### config.mk
export PLATFORM = sky130hd
export DESIGN_NAME = sdram_arbiter
export DESIGN_NICKNAME = d
export VERILOG_FILES = /design/src/rtl/sdram_arb_pkg.sv /design/src/rtl/sdram_arb_pick.sv /design/src/rtl/sdram_arbiter.sv
export SDC_FILE = /design/constraint.sdc
export NUM_CORES = 1
export LEC_CHECK = 0
export CAP_MARGIN = 25
export CELL_PAD_IN_SITES_DETAIL_PLACEMENT = 0
export CELL_PAD_IN_SITES_GLOBAL_PLACEMENT = 2
export CORE_ASPECT_RATIO = 1.2
export CORE_UTILIZATION = 20
export DETAILED_ROUTE_END_ITERATION = 8
export PLACE_DENSITY = 0.88
export SLEW_MARGIN = 20
export SYNTH_ARGS = -nofsm -noshare
export SYNTH_HDL_FRONTEND = slang
export SYNTH_SLANG_ARGS = --single-unit
export TNS_END_PERCENT = 30
### constraint.sdc
create_clock -name clk -period 2 [get_ports clk]
set_input_delay 0.4 -clock clk [delete_from_list [all_inputs] [get_ports clk]]
set_output_delay 0.4 -clock clk [all_outputs]
set_load 0.02 [all_outputs]
### src/rtl/sdram_arb_pkg.sv
// sdram_arb_pkg: shared state encoding and sizing constants for the SDRAM port arbiter
package sdram_arb_pkg;
  localparam int AW_DEFAULT = 23;
  localparam int MAX_NREQ = 4;
  localparam int IW = $clog2(MAX_NREQ);
  typedef enum logic [1:0] {IDLE, ARMED, BUSY} state_t;
endpackage

### src/rtl/sdram_arb_pick.sv
// sdram_arb_pick: combinational grant picker; SDRAM_ARB_RR_EN rotates requesters 1..NREQ-1 behind fixed-priority 0
module sdram_arb_pick
  import sdram_arb_pkg::*;
#(
  parameter int NREQ = 3
) (
  input  logic [NREQ-1:0] elig,
`ifdef SDRAM_ARB_RR_EN
  input  logic [IW-1:0]   ptr,
`endif
  output logic [IW-1:0]   idx,
  output logic            valid
);
  // lowest eligible index wins, or the first eligible one at or after the rotating pointer
  always_comb begin
    int off;
    int j;
    off = 0;
    j = 0;
    idx = '0;
    valid = |elig;
`ifdef SDRAM_ARB_RR_EN
    off = (ptr == '0) ? 0 : int'(ptr) - 1;
    for (int k = NREQ - 2; k >= 0; k--) begin
      j = 1 + (off + k) % (NREQ - 1);
      if (elig[j]) idx = IW'(j);
    end
    if (elig[0]) idx = '0;
`else
    for (int k = NREQ - 1; k >= 0; k--) if (elig[k]) idx = IW'(k);
`endif
  end
endmodule

### src/rtl/sdram_arbiter.sv
// sdram_arbiter: slot-aligned sharing of the byte-wide SDRAM controller port; SDRAM_ARB_RR_EN enables round-robin
module sdram_arbiter
  import sdram_arb_pkg::*;
#(
  parameter int NREQ = 3,
  parameter int AW   = AW_DEFAULT
) (
  input  logic             clk,
  input  logic             reset,
  input  logic             slot,
  input  logic [NREQ-1:0]  req,
  input  logic [NREQ-1:0]  wr,
  input  logic [NREQ*AW-1:0] addr,
  input  logic [NREQ*8-1:0] din,
  input  logic [NREQ*2-1:0] bank,
  output logic [NREQ-1:0]  ack,
  output logic [7:0]       rdata,
  output logic [AW-1:0]    mem_addr,
  output logic [7:0]       mem_din,
  output logic [1:0]       mem_bank,
  output logic             mem_oe,
  output logic             mem_we,
  input  logic [7:0]       mem_dout
);
  state_t state_q, state_d;
  logic [IW-1:0] grant_q, grant_d, pick_idx;
  logic pick_valid, wr_q, wr_d, oe_q, oe_d, we_q, we_d;
  logic [AW-1:0] mem_addr_q, mem_addr_d;
  logic [7:0] mem_din_q, mem_din_d, rdata_q, rdata_d;
  logic [1:0] mem_bank_q, mem_bank_d;
  logic [NREQ-1:0] ack_q, ack_d;
`ifdef SDRAM_ARB_RR_EN
  logic [IW-1:0] ptr_q, ptr_d;
`endif

  sdram_arb_pick #(.NREQ(NREQ)) u_pick (
    .elig  (req & ~ack_q),
`ifdef SDRAM_ARB_RR_EN
    .ptr   (ptr_q),
`endif
    .idx   (pick_idx),
    .valid (pick_valid)
  );

  // grant in IDLE, raise the strobe on the next slot, drop it and ack on the slot after
  always_comb begin
    state_d = state_q;
    grant_d = grant_q;
    wr_d = wr_q;
    mem_addr_d = mem_addr_q;
    mem_din_d = mem_din_q;
    mem_bank_d = mem_bank_q;
    oe_d = oe_q;
    we_d = we_q;
    rdata_d = rdata_q;
    ack_d = '0;
`ifdef SDRAM_ARB_RR_EN
    ptr_d = ptr_q;
`endif
    case (state_q)
      IDLE: if (pick_valid) begin
        state_d = ARMED;
        grant_d = pick_idx;
        wr_d = wr[pick_idx];
        mem_addr_d = addr[pick_idx*AW +: AW];
        mem_din_d = din[pick_idx*8 +: 8];
        mem_bank_d = bank[pick_idx*2 +: 2];
`ifdef SDRAM_ARB_RR_EN
        if (pick_idx != '0) ptr_d = (pick_idx == IW'(NREQ - 1)) ? IW'(1) : pick_idx + 1'b1;
`endif
      end
      ARMED: if (slot) begin
        state_d = BUSY;
        oe_d = ~wr_q;
        we_d = wr_q;
      end
      BUSY: if (slot) begin
        state_d = IDLE;
        oe_d = 1'b0;
        we_d = 1'b0;
        rdata_d = wr_q ? rdata_q : mem_dout;
        ack_d = NREQ'(1) << grant_q;
      end
      default: state_d = IDLE;
    endcase
  end

  // state and port registers; reset abandons any in-flight access without an ack
  always_ff @(posedge clk) begin
    if (reset) begin
      state_q <= IDLE;
      grant_q <= '0;
      wr_q <= 1'b0;
      mem_addr_q <= '0;
      mem_din_q <= '0;
      mem_bank_q <= '0;
      oe_q <= 1'b0;
      we_q <= 1'b0;
      rdata_q <= '0;
      ack_q <= '0;
`ifdef SDRAM_ARB_RR_EN
      ptr_q <= '0;
`endif
    end else begin
      state_q <= state_d;
      grant_q <= grant_d;
      wr_q <= wr_d;
      mem_addr_q <= mem_addr_d;
      mem_din_q <= mem_din_d;
      mem_bank_q <= mem_bank_d;
      oe_q <= oe_d;
      we_q <= we_d;
      rdata_q <= rdata_d;
      ack_q <= ack_d;
`ifdef SDRAM_ARB_RR_EN
      ptr_q <= ptr_d;
`endif
    end
  end

  assign ack = ack_q;
  assign rdata = rdata_q;
  assign mem_addr = mem_addr_q;
  assign mem_din = mem_din_q;
  assign mem_bank = mem_bank_q;
  assign mem_oe = oe_q;
  assign mem_we = we_q;
endmodule

---- Yosys cells after proc, flatten, opt, wreduce, memory -nomap -nowiden ----
Index checks and enable logic that the tools add are counted.
Widths: inputs -> output; s select.
storage, ports and cells
  flip-flop bits (word level) ............. 51
  output and inout port bits .............. 46
cells by class
  $mul .................................... 1
  order comparisons ....................... 1
  equal/unequal tests ..................... 5
  shift operators ......................... 4
  muxes and demuxes ....................... 14
  bitwise operators ....................... 5
  reduce and logical (&&, ||, !) cells .... 8
operators by type and width
  operator             count
  $shiftx 69x8->23     1
  $shiftx 24x6->8      1
  $mux 2               6
  $reduce_and 3->1     3
  $mul 2x5->7 const B  1
  $ne 2x2->1 const B   3
  $pmux 2 s3           1
  $reduce_or 3->1      2
  $shiftx 6x4->2       1
  $mux 1               4
  $pmux 1 s2           2
  $and 3x3->3          1
  $lt 2x3->1 const B   1
  $not 1->1            3
  $not 3->3            1
  $shl 1x2->3 const A  1
  $bmux 1 s2           1
  $eq 2x1->1 const B   1
  $eq 2x2->1 const B   1
  $logic_not 2->1      1
  $reduce_and 2->1     1
  $reduce_bool 2->1    1

---- Logic depth before layout (Yosys ltp) ----
Gate-level depths: netlist of run 1.
  depth after elaboration ................. 7
  depth in mapped cells ................... 6
  depth with buffers taken out ............ 4

---- By module ----
From an unflattened synthesis of run 1, not the netlist that was laid out.
unflattened totals
  cell total of the unflattened synthesis .. 269
  area total of the unflattened synthesis .. 2650.0 um^2
by module, submodules not included
  module          instances  cells each  area each (um^2)  sequential area each (um^2)
  sdram_arbiter   1          266         2630.0            1021.0
  sdram_arb_pick  1          3           20.0              0.0

---- Worst setup path before layout of run 1 ----
No wires, ideal clock.
  path type ............................... register -> register
  from .................................... reg ack_q[0] (netlist: ack[0])
  to ...................................... reg mem_addr_q[0] (netlist: mem_addr[0])
  arrival time ............................ 1.420 ns
  setup slack ............................. 0.463 ns
  stages on the path, launching flop included .. 7
  clock period less this slack ............ 1.537 ns
  path through ............................ dfxtp_1 > nor2b_4 > buf_6 > nor3_4 > buf_6 > nand2b_1 > a32o_1
on the way
  longest elaborated chain between the ends .. 5
  elaborated cells between the ends (all ways) .. 7
ends and longest elaborated chain
  what                    line                  text
  start, declared         sdram_arbiter.sv:31   logic [NREQ-1:0] ack_q, ack_d;
  start signal, assigned  sdram_arbiter.sv:114  ack_q <= ack_d;
  $not 3->3 *             sdram_arbiter.sv:37   .elig (req & ~ack_q),
  $and 3x3->3 *           sdram_arbiter.sv:37
  $mux 2                  sdram_arb_pick.sv:30  for (int k = NREQ - 1; k >= 0; k--) if (elig[k]) idx = IW'(k);
  $mul 2x5->7             sdram_arbiter.sv:65   mem_addr_d = addr[pick_idx*AW +: AW];
  $shiftx 69x8->23        sdram_arbiter.sv:65
  end signal, assigned    sdram_arbiter.sv:108  mem_addr_q <= mem_addr_d;
  end, declared           sdram_arbiter.sv:28   logic [AW-1:0] mem_addr_q, mem_addr_d;
Mark *: on every way between the ends. The rest lies on a longest branch, timed or not.
A chain may end at the register's enable or synchronous reset.

---- Final worst setup path of run 1 ----
  from .................................... in req[2]
  to ...................................... reg mem_addr_q[21] (netlist: mem_addr[21])
on the way
  longest elaborated chain between the ends .. 6
  elaborated cells between the ends (all ways) .. 8
ends and longest elaborated chain
  what                 line                  text
  start, declared      sdram_arbiter.sv:11   input logic [NREQ-1:0] req,
  $and 3x3->3 *        sdram_arbiter.sv:37
  $mux 2 (3 in a row)  sdram_arb_pick.sv:30
  $mul 2x5->7          sdram_arbiter.sv:65
  $shiftx 69x8->23     sdram_arbiter.sv:65
Marks and branches as above.

==> results.txt, run 1 <==
VDD IR max: 0.000406 V
Finished Layout Cells: 641
register area: 1020 µm²
CP Launch Type: input pin
worst hold path depth: 1
Detail Placement HPWL: 7520 µm
DRT iter0 DRCs: 154
Pwr Density: 646 nW/µm²
Tot GR Track Use: 14.2%
DRC: 0
M1 GR Usage: 15.7%
fin. max-slew vios: 0
Clk pin slew, worst setup/hold paths: 0.07 ns
drt first pass iters: 6
clock latency on the worst-skew pair: 0.29 ns
final instance area: 4710 µm²
Worst Reg-to-Reg Cells: 3
CTS root buf: clkbuf_16
H-tree levels: 2
area of the mapped netlist: 2700 µm²
WS Path Type: in2reg
Synth Register Bits: 51
# rows: 46
crit path cell chain: clkdlybuf4s50_1, nor2b_1, nor3_4, nor2_8, a32o_1
Gate Count Post-Synth: 321
Layout fillers: 1,408
R2R Path End: mem_addr[21]
GP Congestion: 0.737
DP Cell Count: 633
FF-to-FF setup slack: 0.37 ns
overall power: 3040 µW
Starting Density: 20.5%
share of the yosys chip area belonging to registers: 37.8%
Yosys cell types: 31
DR vias/cell: 4.88
drt total wl: 10,400 µm
slowest stage delay, CP: 0.48 ns
area post-placement: 4540 µm²
syn_area_per_cell: 8.42 µm²
total gr overflow: 0
CTS hold repair buffers: 0
boundary pin count: 162
Inserted Diodes: 0
maximum clock frequency: 0.561 GHz
crit end category: register
Clock Skews: 0.00540 ns
Ys Warns: 0
measured slew at the worst slew-check pin: 0.510 ns
Die ar.: 14,000 µm²
CTS max path bufs: 2
CTS sink count: 51
setup bufs post-CTS: 0
CTS buffer count: 5
Hold Crit Start: mem_din[1]
die width: 108 µm
LEAKAGE: 0.00165 µW
number of max-cap violations: 0
die extent in y: 129 µm
WHS: 0.466 ns
initial antenna violation count: 0
area growth from synthesis to layout: 74.3%
met3 Resource Use GR: 3.67%
reg-to-reg critical path startpoint: state_q[0]
RSZ-0062 raised after global routing: false
data required time at the worst endpoint: 2.23 ns
Post-Syn Nets: 437
Final setup viols: 0
Period minus WS final: 1.78 ns
DR vias: 3,129
CTS tree: yes
footprint of the multi-input gates: 1470 µm²
post-CTS resize count: 0
critical path fanouts, max: 33
status: completed
first-pass GRT wire length: 15,500 µm
ANT nets after route: 0
vias in the first global route: 3,081
core area: 13,200 µm²
PortBufs: 161
Worst Path Arrival: 2.01 ns
pin count of the biggest net entering global routing: 34
layout cells sized above 1: 7.19%
met2 Resource Use GR: 26.2%
Hold Fails Final Rpt: 0
Crit-path slowest cell: clkdlybuf4s50_1
Nets: 588
Slew headroom: 66.0%
final core occ: 35.7%
Hold EP: mem_din[1]
wire length per cell: 16.2 µm
Hold/Removal Path Class: reg2reg
period utilization: 89.1%
Top Usage Layer GRT: met2
## cells in the mapped netlist
master	number	area, µm²
dfxtp_1	51	1020
nand3b_1	1	7.51
nand2b_1	37	231
nand2_1	13	48.8
nor2b_4	1	13.8
nor2b_1	2	12.5
buf_2	18	90.1
buf_6	7	78.8
nand3_1	67	335
o2bb2ai_1	1	8.76
o22ai_1	1	6.26
o31ai_1	1	7.51
o21ai_0	34	170
a222oi_1	1	10.0
inv_1	2	7.51
a211oi_1	1	7.51
nor4_1	1	6.26
nand3_2	2	20.0
or3_4	1	11.3
o21ai_1	7	35.0
a22oi_1	1	7.51
nor2_1	9	33.8
nor4b_1	2	17.5
nor3_4	2	32.5
clkbuf_1	7	26.3
a21oi_1	13	65.1
a2111oi_0	1	8.76
a21oi_4	1	16.3
buf_4	2	15.0
nor2_8	1	20.0
a32o_1	33	330
## cell families after synthesis
group	synth area share (%)
buffers and inverters	8.06
AO/OA/AOI/OAI	24.9
AND/OR/NAND/NOR	29.3
flip-flops	37.8
## placed cells by master (no fill, tap or decap), drive strengths merged, types with 2 or more instances in the layout
cell type and n:
clkdlybuf4s50 161, nand3 69, dfxtp 51, o21ai 41
nand2b 37, a32o 33, buf 17, a21oi 14
nand2 13, nor2 10, clkbuf 6, nor2b 3
nor3 2, nor4b 2, inv 2
## report_power, final
group,internal [µW],leakage [µW],switching (µW)
Combinational,492,0.00115,378
Sequential,1100,0.000419,58.7
Clock,623,0.0000868,392
## state kept, by name, summed over array words and instances (netlist names)
name      count
ack           3
grant_q       2
mem_addr     23
mem_bank      2
mem_din       8
mem_oe        1
mem_we        1
rdata         8
state_q       2
wr_q          1
## per-stage QoR
step           setup TNS (ns)  setup slack, ns
2_1_floorplan               0            0.463
3_3_place_gp            -2.09          -0.0670
3_5_place_dp            -3.22           -0.114
4_1_cts                     0            0.197
5_1_grt                     0           0.0884
6_report                    0            0.219
## metal layers
layer  routed length, µm  vias up  share of wire [%]
met2                5120      140                 49
li1                    -     1485                  -
met5                   0        -                  0
met1                4140     1489                 40
met3                 945       15                9.1
met4                 170        0                1.6
## critical path, delay by kind of cell
kind | cells | cell delay (ns)
AO/OA/AOI/OAI | 1 | 0.24
buffers and inverters | 1 | 0.48
AND/OR/NAND/NOR | 3 | 0.86
## area by class of cell
cell class,instances,area share [%]
Tap cell,168,4.46
Clock inverter,2,0.744
Inverter,2,0.159
Timing Repair Buffer,178,38.8
Multi-Input combinational cell,234,31.2
Sequential cell,51,21.7
Clock buffer,6,2.95
## worst max path at each step
stage           start            to  slack [ns]  depth (start not counted)
2_1_floorplan  ack[0]   mem_addr[0]        0.46                          6
3_3_place_gp   req[2]  mem_addr[11]       -0.07                          5
3_5_place_dp   req[2]    mem_din[6]       -0.11                          5
4_1_cts        req[2]    mem_din[6]        0.20                          5
5_1_grt        req[2]    mem_din[3]        0.09                          5
6_report       req[2]  mem_addr[21]        0.22                          5
Power figures use the tool's default switching activity.
==> run 2, diff against run 1 <==
- CORE_UTILIZATION: 20 -> 18
- PLACE_DENSITY: 0.88 -> 0.84
- clock period: 2 -> 1.5 ns (I/O delays scaled with it)
==> run 2 against run 1 <==
Effect of this change:
- combinational power up 56%
- worst hold slack worse by 0.0041 ns
- power up 34%
- non-clock buffer count up 40
- highest routed layer unchanged
- critical path depth up 3
- count of clock-buffer cells in the layout unchanged
==> results.txt, run 2 (synthesized netlist as in run 1, its figures left out) <==
status: completed
maximum clock frequency: 0.672 GHz
fin. max-slew vios: 0 (unchanged)
DR vias: 3,319 (+6.1%)
CTS root buf: clkbuf_16
DP Cell Count: 678 (+7.1%)
CTS hold repair buffers: 0 (unchanged)
critical path fanouts, max: 4 (-88%)
layout cells sized above 1: 16.3% (+9.2 points)
data required time at the worst endpoint: 1.68 ns (-0.55 ns)
CTS max path bufs: 2 (unchanged)
first-pass GRT wire length: 17,700 µm (+14%)
Detail Placement HPWL: 7600 µm (+1.1%)
Final setup viols: 0 (unchanged)
DRT iter0 DRCs: 188 (+22%)
VDD IR max: 0.000464 V (+14%)
DRC: 0 (unchanged)
pre-CTS setup slack: -0.545 ns (-0.430 ns)
core area: 14,500 µm² (+10%)
WS Path Type: reg2reg
Clk pin slew, worst setup/hold paths: 0.07 ns (about the same)
measured slew at the worst slew-check pin: 0.463 ns (-0.0472 ns)
pin count of the biggest net entering global routing: 31 (-8.8%)
Tot GR Track Use: 14.6% (+0.43 points)
Clock Skews: 0.00522 ns (-0.000185 ns)
CTS sink count: 51 (unchanged)
worst setup path start: ack[0]
Hold Crit Start: mem_addr[1]
die width: 114 µm (+5.3%)
Slew headroom: 69.1% (+3.1 points)
vias in the first global route: 3,378 (+9.6%)
area growth from synthesis to layout: 98.3%
total gr overflow: 0 (unchanged)
Finished Layout Cells: 714 (+11%)
boundary pin count: 162 (unchanged)
CP Launch Type: register
total negative slack: 0 ns (unchanged)
Crit-path slowest cell: dfxtp_4
Pwr Density: 763 nW/µm² (+18%)
most common cell after layout, fill and taps aside: clkdlybuf4s50_1
reg-to-reg critical path startpoint: ack[0]
drt first pass iters: 4 (-2)
Hold Fails Final Rpt: 0 (unchanged)
number of max-cap violations: 0 (unchanged)
crit end category: register
Die ar.: 15,500 µm² (+11%)
die extent in y: 136 µm (+5.3%)
Starting Density: 18.6% (-1.9 points)
Inserted Diodes: 0 (unchanged)
wire length per cell: 16.2 µm (+0.17%)
CTS buffer count: 5 (unchanged)
ANT nets after route: 0 (unchanged)
most frequent cells in the layout: clkdlybuf4s50_1 (112), nand3_1 (67), dlygate4sd2_1 (49), dfxtp_1 (48)
CTS tree: yes
Worst Slack Setup Final: 0.0118 ns (-0.207 ns)
crit path cell chain: nor2b_4, buf_6, nor3_4, buf_12, buf_12, nor2_4, buf_6, a32o_1
LEAKAGE: 0.00216 µW (+31%)
period utilization: 99.2%
final core occ: 36.9% (+1.1 points)
# rows: 48 (+4.3%)
Worst Path Arrival: 1.67 ns (-0.34 ns)
Period minus WS final: 1.49 ns
GP Congestion: 0.710 (-3.7%)
PortBufs: 161 (unchanged)
Nets: 629 (+7.0%)
DR vias/cell: 4.65 (-4.8%)
max reg flops: 23 (unchanged)
initial antenna violation count: 0 (unchanged)
drt total wl: 11,600 µm (+12%)
Hold/Removal Path Class: reg2reg
clock latency on the worst-skew pair: 0.30 ns (about the same)
RSZ-0062 raised after global routing: true
slowest stage delay, CP: 0.36 ns (-0.12 ns)
H-tree levels: 2 (unchanged)
run 2: worst max-delay path, delay by kind of cell (launching register included):
kind            cells  cell delay (ns)
simple gates        3             0.30
buf+inv             4             0.48
compound gates      1             0.24
flops               1             0.36
run 2: final timing paths:
kind	endpoint	slack [ns]	cells after the start
worst min-delay path	mem_addr[1]	0.46	1
worst max-delay path	mem_addr[6]	0.01	8
worst min register to register	mem_addr[1]	0.46	1
worst max register to register	mem_addr[6]	0.01	8
run 2: per-stage QoR:
stage / total power, µW / hold slack (ns) / area (µm²)
final: 4090 / 0.462 / 5360
after global routing: 4300 / 0.480 / 5360
after detailed placement: 2790 / 0.450 / 4730
after global placement: 2790 / 0.446 / 4730
after CTS: 4120 / 0.466 / 5250
after floorplan: 2100 / 0.417 / 2700
run 2: repair_timing:
action	in CTS	in global routing
setup endpoints to repair	81	35
gates cloned	8	2
pin swaps	5	6
gates resized for setup	64	15
buffers inserted	14	6
run 2: layout make-up:
class	instances	area [µm²]
tap	200	250
clock inverter	2	16.3
timing repair buffer	218	2380
multi-input combinational	235	1530
clock buffer	6	139
sequential	51	1030
fill	1499	9180
inverter	2	7.51
run 2: where the power goes:
group	total (µW)	internal, µW	switching [µW]
clock network	1200	668	533
registers	1530	1470	63.5
logic	1360	778	581
run 2: routing by layer:
metal / global-route usage [%] / part of all wire, % / vias to the layer above
li1: - / - / 1576
met1: 16.7 / 39 / 1566
met3: 4.73 / 9.2 / 15
met2: 25.7 / 49 / 162
met4: 4.91 / 2.2 / 0
met5: 0 / 0 / -
==> run 3, diff against run 2 <==
- TNS_END_PERCENT: 30 -> 10
==> run 3 against run 2 <==
Effect of this change:
- utilization is 0.31 points lower
- global-route usage hardly changed
- sequential power hardly changed
- critical endpoint is now mem_din[0]
- first-iteration DRC count is 18% higher
- cell area is 0.84% lower
- routed wire length is 0.33% higher
- clock power hardly changed
- fmax is 0.26% lower
- cell count is 0.42% lower
==> results.txt, run 3 (synthesized netlist as in run 1, its figures left out) <==
status: completed
crit end category: register
CP Launch Type: register
CTS max path bufs: 2 (unchanged)
Hold Fails Final Rpt: 0 (unchanged)
switching pwr: 1180 µW (-0.13%)
die width: 114 µm (unchanged)
GP Congestion: 0.710 (unchanged)
Clk pin slew, worst setup/hold paths: 0.07 ns (about the same)
reg-to-reg critical path startpoint: ack[1]
critical path fanouts, max: 10 (+6)
pin count of the biggest net entering global routing: 31 (unchanged)
total gr overflow: 0 (unchanged)
Pwr Density: 767 nW/µm² (+0.52%)
Crit-path slowest cell: dfxtp_2
CP delay by family, top: buffers and inverters
layout cells sized above 1: 15.9% (-0.49 points)
Hold/Removal Path Class: reg2reg
slowest stage delay, CP: 0.33 ns (-0.03 ns)
Flop pwr share: 37.5% (about the same)
H-tree levels: 2 (unchanged)
die extent in y: 136 µm (unchanged)
Slew headroom: 68.6% (-0.49 points)
FF-to-FF setup slack: 0.008 ns (about the same)
DR vias: 3,290 (-0.87%)
max reg flops: 23 (unchanged)
Worst Slack Setup Final: 0.00803 ns (-0.00381 ns)
Crit path depth: 7 (-1)
most used cell, CP: buf_12
Period minus WS final: 1.49 ns (+0.00381 ns)
WS Path Type: reg2reg
CTS buffer count: 5 (unchanged)
maximum clock frequency: 0.670 GHz (-0.26%)
Nets: 626 (-0.48%)
Comb pwr share: 33.0% (-0.2 points)
boundary pin count: 162 (unchanged)
most common cell after layout, fill and taps aside: clkdlybuf4s50_1
RSZ-0062 raised after global routing: true
fin. max-slew vios: 0 (unchanged)
number of max-cap violations: 0 (unchanged)
ANT nets after route: 0 (unchanged)
CTS tree: yes
VDD IR max: 0.000463 V (-0.25%)
worst setup path start: ack[1]
# rows: 48 (unchanged)
Die ar.: 15,500 µm² (unchanged)
DRC: 0 (unchanged)
Inserted Diodes: 0 (unchanged)
period utilization: 99.5% (+0.25 points)
initial antenna violation count: 0 (unchanged)
Final setup viols: 0 (unchanged)
LEAKAGE: 0.00213 µW (-1.2%)
Tot GR Track Use: 14.6% (about the same)
R2R Path End: mem_din[0]
data required time at the worst endpoint: 1.68 ns (about the same)
drt total wl: 11,600 µm (+0.33%)
DRT iter0 DRCs: 222 (+18%)
measured slew at the worst slew-check pin: 0.470 ns (+0.00741 ns)
Starting Density: 18.6% (unchanged)
total negative slack: 0 ns (unchanged)
drt first pass iters: 5 (+1)
Critical Path Sink: mem_din[0]
Int Power: 2900 µW (-0.41%)
Clock Skews: 0.00515 ns (-0.0000721 ns)
core area: 14,500 µm² (unchanged)
vias in the first global route: 3,374 (-0.12%)
PortBufs: 161 (unchanged)
most frequent cells in the layout: clkdlybuf4s50_1 (112), nand3_1 (67), dlygate4sd2_1 (49), dfxtp_1 (48), nand2b_1 (34)
final core occ: 36.6% (-0.31 points)
Worst Path Arrival: 1.67 ns (about the same)
CTS sink count: 51 (unchanged)
Detail Placement HPWL: 7600 µm (unchanged)
Switching Share: 28.9% (+0.056 points)
CP bufs+invs: 3 (-1)
area growth from synthesis to layout: 96.6%
DR vias/cell: 4.63 (-0.46%)
clock latency on the worst-skew pair: 0.29 ns (about the same)
pre-CTS setup slack: -0.545 ns (unchanged)
CTS root buf: clkbuf_16
crit path cell chain: buf_4, nor2b_4, nor3_4, buf_12, buf_12, a222oi_1, o2bb2ai_1
Clock Power Share: 29.4% (about the same)
first-pass GRT wire length: 17,600 µm (-0.12%)
Worst Reg-to-Reg Cells: 7 (-1)
wire length per cell: 16.3 µm (+0.75%)
-- run 3: routing by layer --
layer | up-vias | routed length [µm] | part of all wire [%] | global-route usage [%]
met4 | 0 | 253 | 2.2 | 4.91
met2 | 169 | 5690 | 49 | 25.7
met3 | 15 | 1170 | 10 | 4.73
li1 | 1570 | - | - | -
met1 | 1536 | 4510 | 39 | 16.7
met5 | - | 0 | 0 | 0
-- run 3: power by group through the flow --
stage               Combinational (µW)  Clock [µW]  Sequential (µW)
global route                      1430        1300             1540
finish                            1350        1200             1530
global placement                  1220           0             1560
detailed placement                1230           0             1570
floorplan                          421           0             1680
CTS                               1330        1250             1530
-- run 3: area by class of cell --
class                   instances  area [µm²]
fillers                      1509        9220
repair buffers                215        2340
multi-input cells             235        1540
flip-flops and latches         51        1030
well taps                     200         250
clock buffers                   6         139
clock inverters                 2        16.3
inverters                       2        7.51
-- run 3: worst min-delay path by stage --
stage,cells past startpoint,startpoint,to
finish,1,mem_addr[1],mem_addr[1]
global route,1,mem_addr[3],mem_addr[3]
CTS,1,mem_addr[1],mem_addr[1]
detailed placement,1,mem_din[0],mem_din[0]
global placement,1,mem_addr[4],mem_addr[4]
floorplan,1,slot,state_q[0]
-- run 3: through the flow --
step	area (µm²)	hold WS [ns]	total power [µW]	instances
finish	5310	0.462	4080	711
global route	5310	0.480	4280	711
CTS	5220	0.466	4110	705
detailed placement	4730	0.450	2790	678
global placement	4730	0.446	2790	678
floorplan	2700	0.417	2100	321
-- run 3: repair_timing --
| item | CTS | global route |
|---|---|---|
| cloned | 8 | 2 |
| setup buffers | 12 | 6 |
| endpoints found under the setup margin | 81 | 35 |
| pin swaps | 5 | 13 |
| resized for setup | 65 | 11 |
| hold buffers | 0 | 0 |
